==> config.mk <==
export PLATFORM = sky130hd
export DESIGN_NAME = branch_resolve_ctrl
export DESIGN_NICKNAME = d
export VERILOG_FILES = /design/src/rtl/branch_resolve_ctrl_pkg.sv /design/src/rtl/branch_resolve_ctrl_cmp.sv /design/src/rtl/branch_resolve_ctrl.sv
export SDC_FILE = /design/constraint.sdc
export NUM_CORES = 1
export LEC_CHECK = 0
export CAP_MARGIN = 20
export CELL_PAD_IN_SITES_DETAIL_PLACEMENT = 0
export CELL_PAD_IN_SITES_GLOBAL_PLACEMENT = 1
export CORE_MARGIN = 10
export CORE_UTILIZATION = 41
export DETAILED_ROUTE_END_ITERATION = 7
export MAX_ROUTING_LAYER = met4
export PLACE_DENSITY_LB_ADDON = 0.1
export SLEW_MARGIN = 15
export SYNTH_ARGS = -nofsm -noshare
export SYNTH_HDL_FRONTEND = slang
export SYNTH_SLANG_ARGS = --single-unit
==> constraint.sdc <==
create_clock -name clk -period 3.9 [get_ports clk]
set_input_delay 0.975 -clock clk [delete_from_list [all_inputs] [get_ports clk]]
set_output_delay 0.975 -clock clk [all_outputs]
set_load 0.02 [all_outputs]
==> src/rtl/branch_resolve_ctrl_pkg.sv <==
// Shared types for the EX-stage branch resolve controller.
// Comparator ops, control-transfer kinds and controller states.
package branch_resolve_ctrl_pkg;

  localparam int CORE_DATA_W = 64;

  typedef logic [CORE_DATA_W-1:0] data_t;

  typedef enum logic [2:0] {
    CMP_EQ,
    CMP_NE,
    CMP_LT,
    CMP_GE,
    CMP_LTU,
    CMP_GEU
  } cmp_op_enum;

  typedef enum logic [1:0] {
    CF_BRANCH,
    CF_JAL,
    CF_JALR
  } cf_kind_e;

  typedef enum logic [1:0] {
    BC_IDLE,
    BC_RESOLVE,
    BC_RESP,
    BC_FLUSH
  } bc_state_e;

endpackage

==> src/rtl/branch_resolve_ctrl_cmp.sv <==
// Branch comparator: signed/unsigned compare of two operands.
// Purely combinational.
module branch_resolve_ctrl_cmp
  import branch_resolve_ctrl_pkg::*;
#(
  parameter int W = CORE_DATA_W
) (
  input  logic [W-1:0] a,
  input  logic [W-1:0] b,
  input  cmp_op_enum   op,
  output logic         res
);

  always_comb begin
    res = 1'b0;
    unique case (op)
      CMP_EQ:  res = (a == b);
      CMP_NE:  res = (a != b);
      CMP_LT:  res = ($signed(a) < $signed(b));
      CMP_GE:  res = ($signed(a) >= $signed(b));
      CMP_LTU: res = (a < b);
      CMP_GEU: res = (a >= b);
      default: res = 1'b0;
    endcase
  end

endmodule

==> src/rtl/branch_resolve_ctrl.sv <==
// Resolves branch/JAL/JALR in EX, checks the front-end prediction,
// issues redirect/flush on mispredict and keeps branch statistics.
module branch_resolve_ctrl
  import branch_resolve_ctrl_pkg::*;
#(
  parameter int DATA_W       = CORE_DATA_W,
  parameter int FLUSH_CYCLES = 2,
  parameter int CNT_W        = 32
) (
  input  logic              clk,
  input  logic              rstn,
  input  logic              req_valid,
  output logic              req_ready,
  input  cf_kind_e          req_kind,
  input  cmp_op_enum        req_cmp_op,
  input  logic [DATA_W-1:0] req_pc,
  input  logic [DATA_W-1:0] req_rs1,
  input  logic [DATA_W-1:0] req_rs2,
  input  logic [DATA_W-1:0] req_imm,
  input  logic              req_pred_taken,
  output logic              resp_valid,
  output logic              resp_taken,
  output logic [DATA_W-1:0] link_data,
  output logic              redirect_valid,
  output logic [DATA_W-1:0] redirect_pc,
  output logic              flush,
  output logic              misalign_exc,
  input  logic              clr_stats,
  output logic [CNT_W-1:0]  br_total,
  output logic [CNT_W-1:0]  br_mispred
);

  localparam int FW = $clog2(FLUSH_CYCLES + 1);
  localparam logic [DATA_W-1:0] INSN_BYTES = DATA_W'(4);

  bc_state_e state_q, state_d;

  cf_kind_e          kind_q;
  cmp_op_enum        op_q;
  logic [DATA_W-1:0] pc_q, rs1_q, rs2_q, imm_q;
  logic              pred_q;

  logic              taken_q, mis_q;
  logic [DATA_W-1:0] target_q;
  logic [FW-1:0]     fl_q;

  logic              cmp_res;
  logic              taken_c;
  logic [DATA_W-1:0] target_c;
  logic [DATA_W-1:0] jalr_sum;
  logic [DATA_W-1:0] link_c;
  logic              misal;
  logic              mis_eff;
  logic [1:0]        cnt_inc;

  branch_resolve_ctrl_cmp #(.W(DATA_W)) u_cmp (
    .a   (rs1_q),
    .b   (rs2_q),
    .op  (op_q),
    .res (cmp_res)
  );

  assign jalr_sum = rs1_q + imm_q;
  assign link_c   = pc_q + INSN_BYTES;

  always_comb begin
    taken_c  = 1'b1;
    target_c = pc_q + imm_q;
    unique case (1'b1)
      (kind_q == CF_BRANCH): taken_c = cmp_res;
      (kind_q == CF_JALR):   target_c = {jalr_sum[DATA_W-1:1], 1'b0};
      default: ;
    endcase
  end

  // A misaligned taken target raises an exception instead of a redirect.
  assign misal   = taken_q & target_q[1];
  assign mis_eff = mis_q & ~misal;

  always_comb begin
    state_d        = state_q;
    req_ready      = 1'b0;
    resp_valid     = 1'b0;
    redirect_valid = 1'b0;
    flush          = 1'b0;
    misalign_exc   = 1'b0;
    unique case (state_q)
      BC_IDLE: begin
        req_ready = rstn;
        if (req_valid) state_d = BC_RESOLVE;
      end
      BC_RESOLVE: state_d = BC_RESP;
      BC_RESP: begin
        resp_valid = 1'b1;
        state_d    = BC_IDLE;
        if (misal) begin
          misalign_exc = 1'b1;
        end else if (mis_q) begin
          redirect_valid = 1'b1;
          flush          = 1'b1;
          if (FLUSH_CYCLES > 1) state_d = BC_FLUSH;
        end
      end
      BC_FLUSH: begin
        flush = 1'b1;
        if (fl_q <= FW'(1)) state_d = BC_IDLE;
      end
      default: state_d = BC_IDLE;
    endcase
  end

  always_ff @(posedge clk or negedge rstn) begin
    if (!rstn) begin
      state_q <= BC_IDLE;
      fl_q    <= '0;
    end else begin
      state_q <= state_d;
      if (state_q == BC_RESP) fl_q <= FW'(FLUSH_CYCLES - 1);
      else if (state_q == BC_FLUSH) fl_q <= fl_q - FW'(1);
    end
  end

  always_ff @(posedge clk or negedge rstn) begin
    if (!rstn) begin
      kind_q <= CF_BRANCH;
      op_q   <= CMP_EQ;
      pc_q   <= '0;
      rs1_q  <= '0;
      rs2_q  <= '0;
      imm_q  <= '0;
      pred_q <= 1'b0;
    end else if (state_q == BC_IDLE && req_valid) begin
      kind_q <= req_kind;
      op_q   <= req_cmp_op;
      pc_q   <= req_pc;
      rs1_q  <= req_rs1;
      rs2_q  <= req_rs2;
      imm_q  <= req_imm;
      pred_q <= req_pred_taken;
    end
  end

  always_ff @(posedge clk or negedge rstn) begin
    if (!rstn) begin
      taken_q     <= 1'b0;
      mis_q       <= 1'b0;
      target_q    <= '0;
      resp_taken  <= 1'b0;
      link_data   <= '0;
      redirect_pc <= '0;
    end else if (state_q == BC_RESOLVE) begin
      taken_q     <= taken_c;
      mis_q       <= taken_c ^ pred_q;
      target_q    <= target_c;
      resp_taken  <= taken_c;
      link_data   <= link_c;
      redirect_pc <= taken_c ? target_c : link_c;
    end
  end

  assign cnt_inc = {(state_q == BC_RESP) & mis_eff, state_q == BC_RESP};

  for (genvar g = 0; g < 2; g++) begin : g_cnt
    logic [CNT_W-1:0] q;
    always_ff @(posedge clk or negedge rstn) begin
      if (!rstn) q <= '0;
      else if (clr_stats) q <= '0;
      else if (cnt_inc[g] && q != '1) q <= q + CNT_W'(1);
    end
  end

  assign br_total   = g_cnt[0].q;
  assign br_mispred = g_cnt[1].q;

endmodule

==> results.md <==
- The number of max-slew violations in the final report is 0.
- The clock passes through at most 3 buffers.
- The number of buffers inserted during clock tree synthesis is 54.
- The fraction of the cycle the final worst path needs is 96.18%.
- In this run the worst path has a maximum fanout of 21.
- In this run the worst setup path begins at rs1_q[31].
- The number of nets handed over by synthesis was 3968.
- The critical path contains buffers and inverters numbering 2 combined.
- The post-synthesis sequential area ratio is 40.08%.
- The biggest area contributor in the post-synthesis netlist is dfrtp_1.
- The total of buffers placed on input and output ports is 463.
- The cell type of the slowest stage on the worst timing path is or4_4.
- The power per standard cell area is 1008 nW/µm².
- In the synthesized netlist the async set-or-reset flop fraction comes to 100.0%.
- Global routing finished with a remaining overflow of 0.
- Sorting the synthesized cells by area gives the leading types as dfrtp_1 (40%), nand2_1 (12%), ha_1 (8.4%).
- In this design, the stage delay of the slowest critical-path cell is 0.56 ns.
- The final-layout fill cell count is 6740.
- For this run, the leading register cell type out of synthesis is dfrtp_1.
- The signal on the critical path passes through ha_1, a21o_1, a211oi_2, o21ai_1, or4_4, a211oi_4, a21oi_1, o41a_1, o31a_4, buf_12, buf_12, a211oi_2, a211oi_1, a21o_1.
- The setup total negative slack is 0 ns.
- Setup violations remaining at the end of the flow were counted as 0.
- The die covers 81190 µm².
- The number of top-level pins is 464.
- The cell count after synthesis is 3507.
- In this run the biggest area consumer among cell types represents 40.08% of the synthesized area.
- The floorplan row count is 97.
- The cell chosen for the clock root is clkbuf_16.
- Setup repair after global routing could not meet its margin everywhere.
- The number of failing hold endpoints at the final stage is 0.
- Between clock sinks in the finished design, the worst skew comes to 0.02121 ns.
- STA classifies the critical path startpoint as a flop.
- The number of maximum-capacitance constraint violations is 0.
- The source of the worst register-to-register timing path is rs1_q[31].
- The congestion estimate from routability-driven global placement came to 0.9905.
- The count of hold buffers inserted by post-cts repair is 0.
- The actual transition at the worst max-transition pin is 0.9589 ns.
- The die outline height is 284.9 µm.
- Counting flops with a built-in enable in the synthesized netlist gives 0.
- The register bit total from synthesis is 461.
- The number of remaining DRC errors is 0.
- Across the VDD grid, the largest voltage drop is 0.0005010 V.
- The first TritonRoute pass finished after 6 iterations.
- The routed layout has 27530 vias.
- The distinct cell type count of the synthesized netlist is 75.
- The remaining number of nets flagged by the antenna check after routing is 0.
- The type of the worst setup path is flop to flop.
- The flow ran to the end, and the final reports show no timing, DRC or antenna violations.
- For the worst-skew pair, the clock arrives at the later sink with an insertion delay of 0.63 ns.
- The clock slew seen by the registers of the worst setup and hold paths is 0.06 ns.
- The maximum clock frequency is 266.6 MHz.
- The initial antenna violation count is 3.
- The average instance in the mapped netlist occupies 8.206 µm².
- Dividing the detail-routed wire length by the instance count gives 21.45 µm.
- Yosys printed 0 warnings.
- The proportion of layout cells with a drive suffix above 1 is 10.92%.
- The analysis attributes to cell leakage a power of 18.02 nW.
- The worst register-to-register path has a depth of 14.
- The time the final worst path needs with I/O delays and setup is 3.751 ns.
- The first global-routing pass estimated 166000 µm of wire.
- The required time of the worst setup path is 4.41 ns.
- Entering global routing, the biggest net connects 154 pins.
- The clock tree from TritonCTS is done.
- After detailed routing, the number of vias per cell comes to 5.351.
- The reg-to-reg endpoint is redirect_pc[37].
- Summed over all layers, the routed wires come to 110300 µm.
- The via count of the first global-routing pass is 26920.
- The core region is 69790 µm².
- After the first detailed-routing iteration, the DRC count stood at 2095.
- The H-tree depth reported by CTS is 2.
- The initial utilization of the core area, before any placement, comes to 41.24%.
- The tightest hold path in the finished design has a slack of 0.4054 ns.
- STA classifies the critical path endpoint as a flop.
- In this run the cell area of the synthesized design comes to 28780 µm².
- Detailed placement finished with a half-perimeter wire length of 86900 µm.
- The global-route usage over all layers is 26.98%.
- The width of the die is 284.9 µm.
- The worst slew margin relative to its limit is 36.07%.
- The pre-CTS worst setup slack is -0.05196 ns.
- The post-route worst setup slack is 0.1488 ns.
- The cell family contributing the most delay on the critical path is compound AO/OA/AOI/OAI gates.
- The net count of the finished layout is 4623.
- From synthesis to final layout, the design area changed by 33.99%.
- Setup slack on the worst reg-to-reg path comes out at 0.15 ns.
- In this run the worst hold path is classified as input pin to asynchronous set/reset pin.
- The arrival time of data at the critical path endpoint is 4.27 ns.
- The clock net sink count is 461.
[worst max-delay path by stage]
stage	endpoint	slack, ns	depth (start not counted)
after floorplan	redirect_pc[59]	0.48	13
after global placement	redirect_pc[37]	-0.02	18
after detailed placement	redirect_pc[37]	-0.05	18
after CTS	redirect_pc[63]	0.004	14
after global routing	redirect_pc[63]	-0.05	18
final	redirect_pc[37]	0.15	14
[flip-flops by register name, summed over array words and instances (netlist names), 32 cells and up]
name and flops:
rs1_q 64, imm_q 64, br_total 32, br_mispred 32, link_data 64, rs2_q 64
redirect_pc 64, pc_q 64
[worst reg2reg max path: cells and delay by family, from the launching register on]
family | cells | cell delay, ns
buffers and inverters | 2 | 0.33
flip-flops | 1 | 0.42
AND/OR/NAND/NOR | 1 | 0.56
adder cells (fa/ha/maj) | 1 | 0.32
AO/OA/AOI/OAI | 10 | 2.03
[logic make-up (layout without fill, tap and decap cells)]
family | count (synthesis) | after routing | share of synthesized area, %
AO/OA/AOI/OAI | 871 | 871 | 18.92
XOR/XNOR | 218 | 218 | 6.634
adder cells (fa/ha/maj) | 195 | 195 | 8.530
buffers and inverters | 286 | 982 | 3.826
flip-flops | 461 | 461 | 40.08
multiplexers | 9 | 9 | 0.3217
other | 0 | 1 | 0
AND/OR/NAND/NOR | 1467 | 1467 | 21.69
[what timing repair did]
item,CTS,global route
gates resized for setup,9,49
endpoints found under the hold margin,0,0
buffers inserted,0,4
endpoints found under the setup margin,24,57
pin swaps,2,9
[cell type report]
| type | instances | area, µm² | share of cell area, % |
|---|---|---|---|
| tap | 940 | 1176 | 3.050 |
| clock inverter | 19 | 249.0 | 0.6457 |
| inverter | 123 | 461.7 | 1.197 |
| timing repair buffer | 762 | 7083 | 18.37 |
| multi-input combinational | 2760 | 16450 | 42.67 |
| antenna | 1 | 2.502 | 0.006489 |
| sequential | 461 | 11540 | 29.91 |
| clock buffer | 78 | 1602 | 4.153 |
[Yosys cell counts, drive strengths merged, types with 5 or more instances]
cell / instances
or3: 34
o221ai: 5
o31ai: 11
nand4: 55
a31oi: 17
ha: 193
o211ai: 24
a21boi: 7
nand2: 954
dfrtp: 461
a21oi: 227
o21bai: 34
nor4: 15
nor2: 192
clkbuf: 143
nor2b: 14
nand3b: 5
o311ai: 6
nor3: 34
a211oi: 61
and2: 11
xnor2: 95
nand2b: 18
buf: 20
xor2: 123
or4: 6
mux2i: 7
a2111oi: 9
and3: 26
and4: 12
o31a: 5
inv: 123
nand3: 80
o21a: 16
o21ai: 274
a21o: 99
a22oi: 10
a31o: 6
a221oi: 10
a22o: 9
o41ai: 6
o22ai: 6
[cell usage in the layout (no fill, tap or decap), types with 16 or more instances in the layout]
master,instances
a211oi_1,44
a21o_1,99
a21oi_1,223
a31oi_1,17
and3_1,26
buf_12,16
buf_4,282
clkbuf_16,54
clkbuf_8,16
clkdlybuf4s50_1,461
dfrtp_1,461
ha_1,189
inv_1,122
nand2_1,953
nand3_1,80
nand4_1,55
nor2_1,190
nor3_1,32
o211ai_1,24
o21a_1,16
o21ai_0,261
o21bai_1,34
or3_1,34
xnor2_1,95
xor2_1,123
[per-layer routing]
metal | share of wire [%] | track usage [%] | vias to the layer above | wire length [µm]
li1 | - | - | 13430 | -
met1 | 45 | 36.09 | 13100 | 49810
met2 | 45 | 41.82 | 862 | 49950
met3 | 6.9 | 5.035 | 136 | 7594
met4 | 2.7 | 6.632 | 0 | 2983
met5 | 0 | - | - | 0
[per-stage QoR]
| stage | utilization, % | instances | cell area (µm²) | power [mW] |
|---|---|---|---|---|
| 6_report | 55.26 | 5144 | 38560 | 38.88 |
| 5_1_grt | 55.26 | 5144 | 38560 | 41.84 |
| 4_1_cts | 54.88 | 5139 | 38300 | 38.41 |
| 3_5_place_dp | 52.16 | 5042 | 36400 | 32.77 |
| 3_3_place_gp | 52.16 | 5042 | 36400 | 32.73 |
| 2_1_floorplan | - | 3507 | 28780 | 22.82 |
[power by group]
group	switching (mW)	internal, mW	leakage [nW]
Sequential	1.78	6.78	5.82
Clock	2.17	3.17	0.916
Combinational	14.5	10.5	11.3
No activity file was read; power rests on OpenSTA's default activity.
